**config.mk**
```make
export PLATFORM = sky130hd
export DESIGN_NAME = uart_tx
export DESIGN_NICKNAME = d
export VERILOG_FILES = /design/src/rtl/uart_tx_pkg.sv /design/src/rtl/uart_baud_cnt.sv /design/src/rtl/uart_tx.sv
export SDC_FILE = /design/constraint.sdc
export NUM_CORES = 1
export LEC_CHECK = 0
export BUFFER_PORTS_ARGS = -buffer_cell sky130_fd_sc_hd__buf_4
export CORE_UTILIZATION = 29
export DETAILED_ROUTE_END_ITERATION = 10
export SYNTH_ARGS = -nofsm -noshare
export SYNTH_HDL_FRONTEND = slang
export SYNTH_HIERARCHICAL = 1
export SYNTH_SLANG_ARGS = --single-unit
```
**constraint.sdc**
```tcl
create_clock -name sclk -period 2.5 [get_ports sclk]
set_clock_uncertainty 0.05 [all_clocks]
set_input_delay 0.5 -clock sclk [delete_from_list [all_inputs] [get_ports sclk]]
set_output_delay 0.5 -clock sclk [all_outputs]
set_load 0.02 [all_outputs]
```
**src/rtl/uart_tx_pkg.sv**
```systemverilog
// Shared UART definitions: FSM state encoding and frame constants.
// Both ends of the link import this so timing and framing agree.
package uart_tx_pkg;

  typedef enum logic [2:0] {
    StIdle,
    StStart,
    StData,
    StParity,
    StStop
  } tx_state_e;

  localparam int unsigned DefaultBaudDiv = 56;
  localparam int unsigned DataBits       = 8;

  function automatic int unsigned frame_bits(input bit parity_en, input int unsigned stop_bits);
    return 32'(1 + DataBits + (parity_en ? 1 : 0) + stop_bits);
  endfunction

endpackage

```
**src/rtl/uart_baud_cnt.sv**
```systemverilog
// Bit-period counter: counts 0..Div-1 while enabled and pulses wrap_o on the last count.
// Also suitable for mid-bit sampling on the receive side.
module uart_baud_cnt #(
  parameter int unsigned Div = 56
) (
  input  logic clk_i,
  input  logic rst_i,
  input  logic en_i,
  input  logic clr_i,
  output logic wrap_o
);

  localparam int unsigned CntW = (Div > 1) ? $clog2(Div) : 1;
  localparam logic [CntW-1:0] Last = CntW'(Div - 1);

  logic [CntW-1:0] cnt_q, cnt_d;

  assign wrap_o = en_i && (cnt_q == Last);

  always_comb begin
    cnt_d = cnt_q;
    if (clr_i) begin
      cnt_d = '0;
    end else if (en_i) begin
      cnt_d = wrap_o ? '0 : cnt_q + CntW'(1);
    end
  end

  always_ff @(posedge clk_i) begin
    if (rst_i) begin
      cnt_q <= '0;
    end else begin
      cnt_q <= cnt_d;
    end
  end

endmodule

```
**src/rtl/uart_tx.sv**
```systemverilog
// UART transmitter: LSB-first 8-bit frames with optional parity and 1-2 stop bits.
// All outputs are registered; the line idles at mark.
module uart_tx
  import uart_tx_pkg::*;
#(
  parameter int unsigned BAUD_DIV   = DefaultBaudDiv,
  parameter bit          PARITY_EN  = 1'b0,
  parameter bit          PARITY_ODD = 1'b0,
  parameter int unsigned STOP_BITS  = 1
) (
  input  logic       sclk,
  input  logic       s_rst,
  input  logic [7:0] tx_data,
  input  logic       pi_flag,
  output logic       tx_ready,
  output logic       tx_done,
  output logic       rs232_tx
);

  localparam logic [2:0] LastBit  = 3'(DataBits - 1);
  localparam logic       LastStop = 1'(STOP_BITS - 1);

  tx_state_e  state_q, state_d;
  logic [7:0] shift_q, shift_d;
  logic [2:0] bit_idx_q, bit_idx_d;
  logic       stop_idx_q, stop_idx_d;
  logic       parity_q, parity_d;
  logic       line_q, line_d;
  logic       ready_q, ready_d;
  logic       done_q, done_d;
  logic       accept;
  logic       wrap;

  assign accept = ready_q && pi_flag;

  uart_baud_cnt #(
    .Div (BAUD_DIV)
  ) u_baud_cnt (
    .clk_i  (sclk),
    .rst_i  (s_rst),
    .en_i   (state_q != StIdle),
    .clr_i  (accept),
    .wrap_o (wrap)
  );

  always_comb begin
    state_d    = state_q;
    shift_d    = shift_q;
    bit_idx_d  = bit_idx_q;
    stop_idx_d = stop_idx_q;
    parity_d   = parity_q;
    line_d     = line_q;
    ready_d    = ready_q;
    done_d     = 1'b0;
    unique case (state_q)
      StIdle: begin
        if (accept) begin
          state_d   = StStart;
          shift_d   = tx_data;
          parity_d  = (^tx_data) ^ PARITY_ODD;
          bit_idx_d = '0;
          line_d    = 1'b0;
          ready_d   = 1'b0;
        end
      end
      StStart: begin
        if (wrap) begin
          state_d = StData;
          line_d  = shift_q[0];
        end
      end
      StData: begin
        if (wrap) begin
          shift_d   = shift_q >> 1;
          bit_idx_d = bit_idx_q + 3'd1;
          if (bit_idx_q != LastBit) begin
            line_d = shift_q[1];
          end else if (PARITY_EN) begin
            state_d = StParity;
            line_d  = parity_q;
          end else begin
            state_d    = StStop;
            stop_idx_d = 1'b0;
            line_d     = 1'b1;
          end
        end
      end
      StParity: begin
        if (wrap) begin
          state_d    = StStop;
          stop_idx_d = 1'b0;
          line_d     = 1'b1;
        end
      end
      StStop: begin
        if (wrap) begin
          if (stop_idx_q == LastStop) begin
            state_d = StIdle;
            ready_d = 1'b1;
            done_d  = 1'b1;
          end else begin
            stop_idx_d = 1'b1;
          end
        end
      end
      default: begin
        state_d = StIdle;
        line_d  = 1'b1;
        ready_d = 1'b1;
      end
    endcase
  end

  always_ff @(posedge sclk) begin
    if (s_rst) begin
      state_q    <= StIdle;
      shift_q    <= '0;
      bit_idx_q  <= '0;
      stop_idx_q <= 1'b0;
      parity_q   <= 1'b0;
      line_q     <= 1'b1;
      ready_q    <= 1'b1;
      done_q     <= 1'b0;
    end else begin
      state_q    <= state_d;
      shift_q    <= shift_d;
      bit_idx_q  <= bit_idx_d;
      stop_idx_q <= stop_idx_d;
      parity_q   <= parity_d;
      line_q     <= line_d;
      ready_q    <= ready_d;
      done_q     <= done_d;
    end
  end

  assign rs232_tx = line_q;
  assign tx_ready = ready_q;
  assign tx_done  = done_q;

endmodule
```
Yosys cells after proc, flatten, opt, wreduce, memory -nomap -nowiden
Cells that the tools add are included.
Widths: inputs -> output; s select.
{"block": "classes", "eq_ne": 13, "add_sub_neg": 2, "n_reduce_logical": 14, "muxes": 31, "bitwise": 3}
{"operator": "$mux 3", "n": 9}
{"operator": "$mux 8", "n": 2}
{"operator": "$pmux 8 s2", "n": 1}
{"operator": "$pmux 3 s5", "n": 1}
{"operator": "$mux 1", "n": 13}
{"operator": "$reduce_and 5->1", "n": 2}
{"operator": "$ne 2x1->1 const B", "n": 4}
{"operator": "$reduce_and 7->1", "n": 1}
{"operator": "$add 6x1->6 const B", "n": 1}
{"operator": "$eq 3x2->1 const B", "n": 2}
{"operator": "$eq 6x6->1 const B", "n": 1}
{"operator": "$mux 6", "n": 1}
{"operator": "$ne 2x2->1 const B", "n": 3}
{"operator": "$pmux 1 s3", "n": 2}
{"operator": "$pmux 3 s2", "n": 1}
{"operator": "$reduce_bool 3->1", "n": 2}
{"operator": "$reduce_or 3->1", "n": 2}
{"operator": "$pmux 1 s5", "n": 1}
{"operator": "$reduce_and 4->1", "n": 1}
{"operator": "$add 3x1->3 const B", "n": 1}
{"operator": "$eq 3x1->1 const B", "n": 1}
{"operator": "$eq 3x3->1 const B", "n": 1}
{"operator": "$logic_not 3->1", "n": 1}
{"operator": "$ne 3x3->1 const B", "n": 1}
{"operator": "5 further kinds", "n": 8}
{"block": "totals", "in_bits": 11, "word_cells": 71, "reg_bits": 24}

Longest topological paths before layout
Gate-level depths: netlist of run 1.
{"block": "logic_depth", "depth_word": 4, "depth_mapped": 9}

Hierarchy
Netlist of run 1, hierarchy kept.
{"mod": "uart_tx", "cells_per_inst": 96, "area_per_inst_um2": 893.4, "n_inst": 1}
{"mod": "uart_baud_cnt", "cells_per_inst": 29, "area_per_inst_um2": 304.0, "n_inst": 1}

Least setup slack after synthesis of run 1
Ideal clock, no wire load.
{"block": "synth_path", "path_type": "reg2reg", "start": "register state_q[0]", "end": "register shift_q[0]", "t_required_ps": 2309, "t_arrival_ps": 1881, "path_slack_ps": 427, "period_less_slack_ps": 2073, "stages_incl_launch_ff": 10, "path_cell_list": "dfxtp_1 -> buf_4 -> nor3_1 -> inv_1 -> nand3_2 -> and4bb_4 -> nand2_1 -> a211oi_1 -> buf_2 -> a221oi_1"}
{"block": "synth_via", "elab_chain_cells": 4, "word_cells_on_any_way": 9, "cone_classes": "eq/ne: 3; mux: 1; reduce/logical: 5"}
{"item": "start: declaration", "line": "uart_tx.sv:23", "source": "tx_state_e state_q, state_d;"}
{"item": "start signal: assignment", "line": "uart_tx.sv:116", "source": "state_q <= StIdle;"}
{"item": "start signal: assignment", "line": "uart_tx.sv:125", "source": "state_q <= state_d;"}
{"item": "$reduce_bool 3->1", "line": "uart_tx.sv:41", "source": ".en_i (state_q != StIdle),"}
{"item": "$logic_and 1x1->1", "line": "uart_baud_cnt.sv:18", "source": "assign wrap_o = en_i && (cnt_q == Last);"}
{"item": "via wrap", "line": "uart_tx.sv:32", "source": "logic wrap;"}
{"item": "$ne 2x1->1 (no line)"}
{"item": "$reduce_and 3->1 (no line)"}
{"item": "end signal: assignment", "line": "uart_tx.sv:126", "source": "shift_q <= shift_d;"}
{"item": "end: declaration", "line": "uart_tx.sv:24", "source": "logic [7:0] shift_q, shift_d;"}
The timed path passes the listed nets, and every way through them passes these cells.
A chain may end at the register's enable or synchronous reset.

Worst setup path in the final report of run 1
{"block": "layout_path", "start": "register state_q[0]", "end": "register state_q[2]"}
{"block": "layout_via", "elab_chain_cells": 4, "word_cells_on_any_way": 16, "cone_classes": "eq/ne: 11; mux: 1; reduce/logical: 4"}
{"item": "$reduce_bool 3->1 *", "line": "uart_tx.sv:41"}
{"item": "$logic_and 1x1->1 *", "line": "uart_baud_cnt.sv:18"}
{"item": "via wrap", "line": "uart_tx.sv:32"}
{"item": "$ne 2x1->1 (no line)"}
{"item": "$reduce_and 7->1 (no line) *"}
Mark *: on every way through the listed nets, which the timed path passes. The rest lies on a longest branch.

==> results of run 1 <==
==> flip-flops by register name (all words and copies together) (netlist names) <==
register / count
bit_idx_q: 3
rs232_tx: 1
shift_q: 8
state_q: 3
tx_done: 1
tx_ready: 1
u_baud_cnt/cnt_q: 6
==> report_power, final <==
part,internal (µW),total [µW],switching [µW]
sequential,386,398,11.8
combinational,48.5,104,55.7
clock,114,227,113
==> metrics by stage <==
stage               total power [µW]  cell area, µm²
finish                           729            1380
CTS                              743            1380
global placement                 507            1330
floorplan                        474            1200
global route                     778            1380
detailed placement               511            1330
==> layer usage <==
| layer | wire length [µm] | up-vias | track usage [%] |
|---|---|---|---|
| li1 | - | 495 | - |
| met1 | 1030 | 453 | 15.1 |
| met2 | 1290 | 19 | 22.2 |
| met3 | 104 | 2 | 2.76 |
| met4 | 34 | 0 | 5.59 |
| met5 | 0 | - | 0 |
==> worst paths after layout <==
path / slack [ps] / endpoint / from / cells after the start
hold reg to reg: 430 / bit_idx_q[1] / bit_idx_q[1] / 2
setup / recovery: 370 / state_q[2] / state_q[0] / 7
hold / removal: 430 / bit_idx_q[1] / bit_idx_q[1] / 2
setup reg to reg: 370 / state_q[2] / state_q[0] / 7
==> logic make-up (layout without fill, tap and decap cells) <==
| family | after synthesis | after routing | synth area share, % |
|---|---|---|---|
| compound gates | 29 | 29 | 17.9 |
| xor+xnor | 2 | 2 | 1.46 |
| fa+ha+maj | 3 | 3 | 3.14 |
| buf+inv | 12 | 25 | 5.85 |
| flops | 23 | 23 | 38.5 |
| mux | 10 | 10 | 8.36 |
| simple gates | 46 | 46 | 24.9 |
==> synthesized netlist by cell type, drive strengths merged <==
cell type	count	share of area (%)
dfxtp	23	38
nor2	13	4.1
mux2i	10	8.4
o21ai	8	3.7
a221oi	7	5.6
buf	7	4.3
nand2b	6	3.1
nand3b	5	3.1
nor3	5	2.1
a21oi	4	1.7
inv	4	1.3
nand2	4	1.3
and4bb	3	3.4
ha	3	3.1
nand3	2	1.3
nor4	2	1.6
xor2	2	1.5
a211oi	1	0.63
a41oi	1	0.73
and2	1	0.52
clkbuf	1	0.31
nand4	1	0.52
nand4b	1	0.73
nor3b	1	1.0
nor4b	1	1.3
o2111ai	1	0.73
o21a	1	0.63
o22ai	1	0.52
o2bb2ai	1	0.73
o311a	1	0.84
o31a	1	0.73
o31ai	1	0.63
o41ai	1	0.73
or4b	1	0.84
==> layout make-up <==
cell class	count	area, µm²
Fill cell	391	2420
Multi-Input combinational cell	90	667
Sequential cell	23	460
Timing Repair Buffer	17	128
Tap cell	48	60.1
Clock buffer	4	45.0
Inverter	4	15.0
==> worst max-delay path: stages, from the launching register on <==
cell	delay, ps
dfxtp_1	320
nor3_1	320
inv_1	220
nand3_2	110
and4bb_4	280
or4b_1	480
o21ai_1	120
o311a_1	190
==> results.json, run 1 <==
{
  "status": "completed",
  "start_util_pct": 31.5,
  "diodes": 0,
  "worstSkewPairLatency_ps": 260,
  "setup_viol": 0,
  "grt_pass1_vias": 918,
  "synth-seq-cells": 23,
  "route.detailed.drc": 0,
  "place_inst": 182,
  "path_max_fanout": 11,
  "synth_seq_area_share_pct": 38.5,
  "end_kind": "flip-flop",
  "grt_max_degree": 27,
  "dp_hpwl_um": 1710,
  "ys_warn_count": 6,
  "cts_inserted_buffers": 3,
  "drv_slew": 0,
  "area_delta_synth_final_pct": 14.8,
  "htreeDepth": 1,
  "layout_setup_ws_ps": 366,
  "period_share_pct": 85.4,
  "final_nets": 153,
  "cts_sinks": 23,
  "cap_viol_max_count": 0,
  "drive_above_1_share_pct": 21.0,
  "setup-tns-final_ps": 0,
  "core_area_mm2": 0.00380,
  "ant_nets": 0,
  "syn-num-nets": 139,
  "ctsHoldBuffers": 0,
  "rsz0062_at_grt": "false",
  "post-place-ws_ps": 432,
  "fin_crit_ps": 2130,
  "dr.pass1.iters": 4,
  "syn_inst": 125,
  "cellLeakagePower_uw": 0.000493,
  "cp_data_required_time_ps": 2660,
  "fmax_mhz": 469,
  "cts_resized": 0,
  "syn-cell-area_mm2": 0.00120,
  "die_w_um": 66.3,
  "routedWlPerCell_um": 13.2,
  "gp_congestion": 0.728,
  "hold_ws_ps": 432,
  "clkTransAtPathRegs_ps": 80,
  "ios": 14,
  "drt_iter0_drc": 44,
  "criticalPathCategory": "flip-flop to flip-flop",
  "vias": 969,
  "fin_cells": 186,
  "start_kind": "flip-flop",
  "clock_path_buffers": 2,
  "cts_tree": "done",
  "die-area_mm2": 0.00439,
  "layout_commonest_cell": "dfxtp_1",
  "p_per_area_mw_per_mm2": 530,
  "grt_pass1_wl_um": 4240,
  "num_rows": 22,
  "hold_viol_final": 0,
  "port_buffers": 13,
  "cp_data_arrival_time_ps": 2290,
  "relSlewSlack_pct": 53.0,
  "cts_setup_buffers": 0,
  "worst_pin_slew_ps": 702,
  "avgSynthCellArea_um2": 9.58,
  "finish.utilization_pct": 36.2,
  "grt_usage_pct": 12.8,
  "mostFrequentLayoutCells": "dfxtp_1, buf_4, nor2_1",
  "clockRootBuffer": "clkbuf_8",
  "hold_class": "flip-flop to flip-flop",
  "antenna_found_initial": 0,
  "die_y_um": 66.3,
  "ir_drop_uv": 218,
  "overflow": 0,
  "synth_cell_type_count": 42,
  "vias_per_cell": 5.21,
  "wl_um": 2460
}
Note: power is estimated with default switching activity, not from simulation.
==> run 2, diff against run 1 <==
ABC_AREA = 1   (was unset)
SLEW_MARGIN = 30   (was unset)
==> run 2 against run 1 <==
Fmax up 6.5%; setup slack better by 130 ps; area after synthesis down 6.3%; power up 80%; non-clock buffer count down 4; sequential cell count unchanged; global-route usage down 0.84 points.
==> results.json, run 2 <==
{
  "status": "completed",
  "min_to": "bit_idx_q[1]",
  "synth_top_area_share_pct": 41.0,
  "synth-seq-cells": 23,
  "end_kind": "flip-flop",
  "num_rows": 22,
  "cap_viol_max_count": 0,
  "maxUsedRoutingLayer": "met4",
  "dp_hpwl_um": 1650,
  "wl_met2_um": 945,
  "cts_inserted_buffers": 3,
  "cts_sinks": 23,
  "start_kind": "flip-flop",
  "fin_cells": 226,
  "cp_data_required_time_ps": 2670,
  "ys_warn_count": 6,
  "synth_common_cells": "nand2_1, dfxtp_1, nor2_1",
  "min-delay-start": "s_rst",
  "slowest_stage": "dfxtp_1",
  "core_area_mm2": 0.00369,
  "synth_seq_area_share_pct": 41.0,
  "rsz0062_at_grt": "false",
  "fin_crit_ps": 2000,
  "port_buffers": 13,
  "grt_pass1_wl_um": 3770,
  "ant_nets": 0,
  "hold_ws_ps": 400,
  "finish.utilization_pct": 35.8,
  "p_per_area_mw_per_mm2": 992,
  "hold_viol_final": 0,
  "yosys.area_share.xor_xnor_pct": 0.780,
  "syn_inst": 162,
  "rr_worst_depth": 10,
  "clock_path_buffers": 2,
  "vias": 1036,
  "criticalPathCategory": "flip-flop to flip-flop",
  "drive_above_1_share_pct": 16.9,
  "top_regs": "shift_q: 8 flops, u_baud_cnt/cnt_q: 6 flops",
  "wl_met1_um": 1140,
  "dr.pass1.iters": 4,
  "clockRootBuffer": "clkbuf_8",
  "r2r_slack_ps": 500,
  "cts_tree": "done",
  "cts_setup_buffers": 0,
  "min_path_cells": 2,
  "ctsHoldBuffers": 0,
  "diodes": 0,
  "start_util_pct": 30.4,
  "synth_edf_count": 0,
  "place_inst": 222,
  "gp_congestion": 0.802,
  "layout_commonest_cell": "nand2_1",
  "worstSkewPairLatency_ps": 270,
  "wl_um": 2230,
  "drv_slew": 0,
  "timing.rr.start": "state_q[2]",
  "route.detailed.drc": 0,
  "final_nets": 193,
  "grt_pass1_vias": 883,
  "grt_usage_pct": 12.0,
  "fmax_mhz": 499,
  "avgSynthCellArea_um2": 6.93,
  "die_w_um": 64.2,
  "cp_data_arrival_time_ps": 2170,
  "hold_class": "primary input to flip-flop",
  "overflow": 0,
  "relSlewSlack_pct": 70.2,
  "cellLeakagePower_uw": 0.000624,
  "async_flop_share_pct": 0,
  "die-area_mm2": 0.00412,
  "area_delta_synth_final_pct": 17.7,
  "yosys.area_share.simple_pct": 38.4,
  "worstPathCellList": "inv_2 -> nand2_1 -> nand3_1 -> nor2_2 -> inv_1 -> nand3_1 -> nand2_1 -> nor3b_1 -> o21ai_1 -> inv_1",
  "setup_viol": 0,
  "ir_drop_uv": 287,
  "clkTransAtPathRegs_ps": 80,
  "grt_max_degree": 14,
  "worst_pin_slew_ps": 445,
  "synthMuxAreaShare_pct": 0,
  "htreeDepth": 1,
  "synth_top_family_by_area": "simple AND/OR/NAND/NOR gates",
  "synth_fa_ha_area_share_pct": 3.34,
  "reg2reg_to": "state_q[2]",
  "regMostFlops": "shift_q",
  "syn-num-nets": 176,
  "synth_most_common_cell": "nand2_1",
  "cts_resized": 0,
  "ios": 14,
  "synthFlopType": "dfxtp_1",
  "yosysTopAreaCell": "dfxtp_1",
  "setup-tns-final_ps": 0,
  "antenna_found_initial": 0,
  "mostFrequentLayoutCells": "nand2_1, nor2_1, dfxtp_1",
  "vias_per_cell": 4.58,
  "synth_compound_area_share_pct": 10.5,
  "wl_met3_um": 95,
  "largest_reg_flops": 8,
  "routedWlPerCell_um": 9.88,
  "syn-cell-area_mm2": 0.00112,
  "die_y_um": 64.2,
  "fillers": 412,
  "period_share_pct": 80.2,
  "drt_iter0_drc": 45,
  "yosys-top-cells-area": "dfxtp_1, nand2_1, nor2_1",
  "max_stage_delay_ps": 500,
  "synth_cell_type_count": 22,
  "path_max_fanout": 7
}
==> run 2: worst max-delay path by stage <==
stage | start | to | depth (start not counted)
after floorplan | state_q[2] | rs232_tx | 9
after global placement | state_q[2] | state_q[2] | 10
after detailed placement | state_q[2] | rs232_tx | 9
after CTS | state_q[2] | state_q[2] | 10
after global routing | state_q[2] | rs232_tx | 9
final | state_q[2] | state_q[2] | 10
==> run 2: kinds of logic after synthesis <==
group,count (synthesis)
buffers and inverters,17
AOI/OAI and AO/OA,23
adders and majority gates,3
xor gates and xnor gates,1
DFF,23
and+or+nand+nor,95
==> run 2: final cells by class <==
type	count	area (µm²)	area share (%)
multi-input cells	122	594	45.0
flip-flops and latches	23	460	34.8
repair buffers	13	97.6	7.39
inverters	16	62.6	4.73
well taps	48	60.1	4.55
clock buffers	3	41.3	3.12
clock inverters	1	5.00	0.379
==> run 2: where the power goes <==
group | switching, µW | internal, µW | total, µW | leakage, µW
clock network | 123 | 111 | 235 | 0.0000255
registers | 75.1 | 453 | 528 | 0.000188
logic | 362 | 185 | 547 | 0.000410
==> run 2: routing by layer <==
metal,global-route usage [%],vias up
met4,7.50,0
met1,15.9,452
li1,-,552
met2,18.1,27
met3,1.79,5
met5,0,-
==> run 2: metrics by stage <==
| step | cell area (µm²) | total power, µW | setup WS, ps |
|---|---|---|---|
| 2_1_floorplan | 1120 | 948 | 734 |
| 3_3_place_gp | 1270 | 1080 | 588 |
| 3_5_place_dp | 1270 | 1080 | 528 |
| 4_1_cts | 1320 | 1320 | 512 |
| 5_1_grt | 1320 | 1430 | 275 |
| 6_report | 1320 | 1310 | 495 |
==> run 2: worst max-delay path, delay by kind of cell, from the launching register on <==
family,cells,cell delay [ps]
flip-flops,1,500
AND/OR/NAND/NOR,6,1010
buffers and inverters,3,310
AO/OA/AOI/OAI,1,90
==> run 3, diff against run 2 <==
clock period = 1.8 ns   (was 2.5 ns; I/O delays follow)
==> run 3 against run 2 <==
First-iteration DRC count shrank 16%; via count grew 1.4%; sequential cell count is the same; combinational power grew 60%; utilization grew 1.6 points; critical path type unchanged; cell count grew 2.7%; largest power group unchanged; final area grew 4.5%; largest cell class unchanged; highest routed layer unchanged; critical path depth shrank 1; register-to-register slack lost 300 ps; sequential power grew 35%; clock power grew 33%; count of clock-buffer cells in the layout is the same.
==> results.json, run 3 (same netlist as run 2, synthesis figures left out) <==
{
  "status": "completed",
  "overflow": 0,
  "cts_tree": "done",
  "setup_viol": 0,
  "layout_setup_ws_ps": 192,
  "area_delta_synth_final_pct": 23.1,
  "drt_iter0_drc": 38,
  "clockRootBuffer": "clkbuf_8",
  "fmax_mhz": 622,
  "cts_inserted_buffers": 3,
  "finish.utilization_pct": 37.4,
  "wl_um": 2230,
  "num_rows": 22,
  "vias_per_cell": 4.53,
  "crit_top_cell": "nor2_1",
  "cts_sinks": 23,
  "path_buf_inv": 1,
  "fin_crit_ps": 1610,
  "route.detailed.drc": 0,
  "cp_data_arrival_time_ps": 1710,
  "vias": 1050,
  "gp_congestion": 0.855,
  "worst_pin_slew_ps": 303,
  "diodes": 0,
  "post-place-ws_ps": 131,
  "min_path_cells": 2,
  "grt_max_degree": 14,
  "start_util_pct": 30.4,
  "cellLeakagePower_uw": 0.000655,
  "ir_drop_uv": 388,
  "place_inst": 228,
  "grt_pass1_vias": 945,
  "grt_usage_pct": 12.2,
  "slowest_stage": "dfxtp_1",
  "worstSkewPairLatency_ps": 260,
  "routedWlPerCell_um": 9.61,
  "drv_slew": 0,
  "dr.pass1.iters": 4,
  "hold_viol_final": 0,
  "layout_commonest_cell": "nand2_1",
  "largest_reg_flops": 8,
  "core_area_mm2": 0.00369,
  "top_regs": "shift_q: 8 flops, u_baud_cnt/cnt_q: 6 flops",
  "cap_viol_max_count": 0,
  "drive_above_1_share_pct": 21.7,
  "ios": 14,
  "period_share_pct": 89.3,
  "path_max_fanout": 3,
  "start_kind": "flip-flop",
  "dp_hpwl_um": 1700,
  "ant_nets": 0,
  "end_kind": "flip-flop",
  "ctsHoldBuffers": 0,
  "clkTransAtPathRegs_ps": 80,
  "fin_cells": 232,
  "grt_pass1_wl_um": 4000,
  "regMostFlops": "shift_q",
  "cp.depth": 9,
  "max_stage_delay_ps": 360,
  "hold_class": "primary input to flip-flop",
  "cp_data_required_time_ps": 1900,
  "die_y_um": 64.2,
  "clock_path_buffers": 2,
  "setup-tns-final_ps": 0,
  "die_w_um": 64.2,
  "rsz0062_at_grt": "false",
  "final_nets": 199,
  "htreeDepth": 1,
  "criticalPathCategory": "flip-flop to flip-flop",
  "critical-path-top-delay-family": "simple AND/OR/NAND/NOR gates",
  "antenna_found_initial": 0,
  "p_per_area_mw_per_mm2": 1370,
  "die-area_mm2": 0.00412,
  "mostFrequentLayoutCells": "nand2_1, nor2_1, dfxtp_1",
  "relSlewSlack_pct": 79.8,
  "worstPathCellList": "ha_1 -> nand3_2 -> nor2_4 -> buf_4 -> nand2_1 -> nand3_1 -> nand4_1 -> nor2_1 -> nor2_1",
  "rr_worst_depth": 9,
  "port_buffers": 13
}
==> run 3: cell count changes in the layout (fill, tap and decap cells not counted), sizes merged <==
cell / change
buf: +6
==> run 3: metal layers <==
layer | GRT usage [%] | wire length (µm) | vias to the layer above
met5 | 0 | 0 | -
met4 | 5.00 | 30 | 0
met3 | 2.50 | 70 | 2
met2 | 18.9 | 943 | 17
met1 | 16.4 | 1190 | 465
li1 | - | - | 566
==> run 3: final timing paths <==
check / start / end / slack (ps)
max: u_baud_cnt/cnt_q[1] / state_q[1] / 190
min: s_rst / bit_idx_q[1] / 270
max reg2reg: u_baud_cnt/cnt_q[1] / state_q[1] / 190
min reg2reg: shift_q[7] / shift_q[7] / 420
==> run 3: layout make-up <==
type | instances | area, µm²
fillers | 393 | 2310
inverters | 16 | 62.6
multi-input cells | 122 | 607
clock buffers | 3 | 41.3
repair buffers | 19 | 143
clock inverters | 1 | 5.00
flip-flops and latches | 23 | 463
well taps | 48 | 60.1
==> run 3: what timing repair did <==
| action | 4_1_cts | 5_1_grt |
|---|---|---|
| gates resized for setup | 0 | 5 |
| setup buffers | 0 | 0 |
| endpoints found under the setup margin | 0 | 10 |
==> run 3: report_power, final <==
group | internal (µW) | switching [µW] | total, µW
Sequential | 634 | 76.5 | 711
Clock | 154 | 157 | 312
Combinational | 326 | 551 | 877
Total | 1110 | 784 | 1900
==> run 3: metrics by stage <==
| stage | power, µW | instance area (µm²) | hold WS [ps] |
|---|---|---|---|
| 3_3_place_gp | 1590 | 1320 | 402 |
| 4_1_cts | 1900 | 1370 | 265 |
| 6_report | 1900 | 1380 | 271 |
| 5_1_grt | 2090 | 1380 | 270 |
| 2_1_floorplan | 1320 | 1120 | 378 |
| 3_5_place_dp | 1580 | 1320 | 412 |
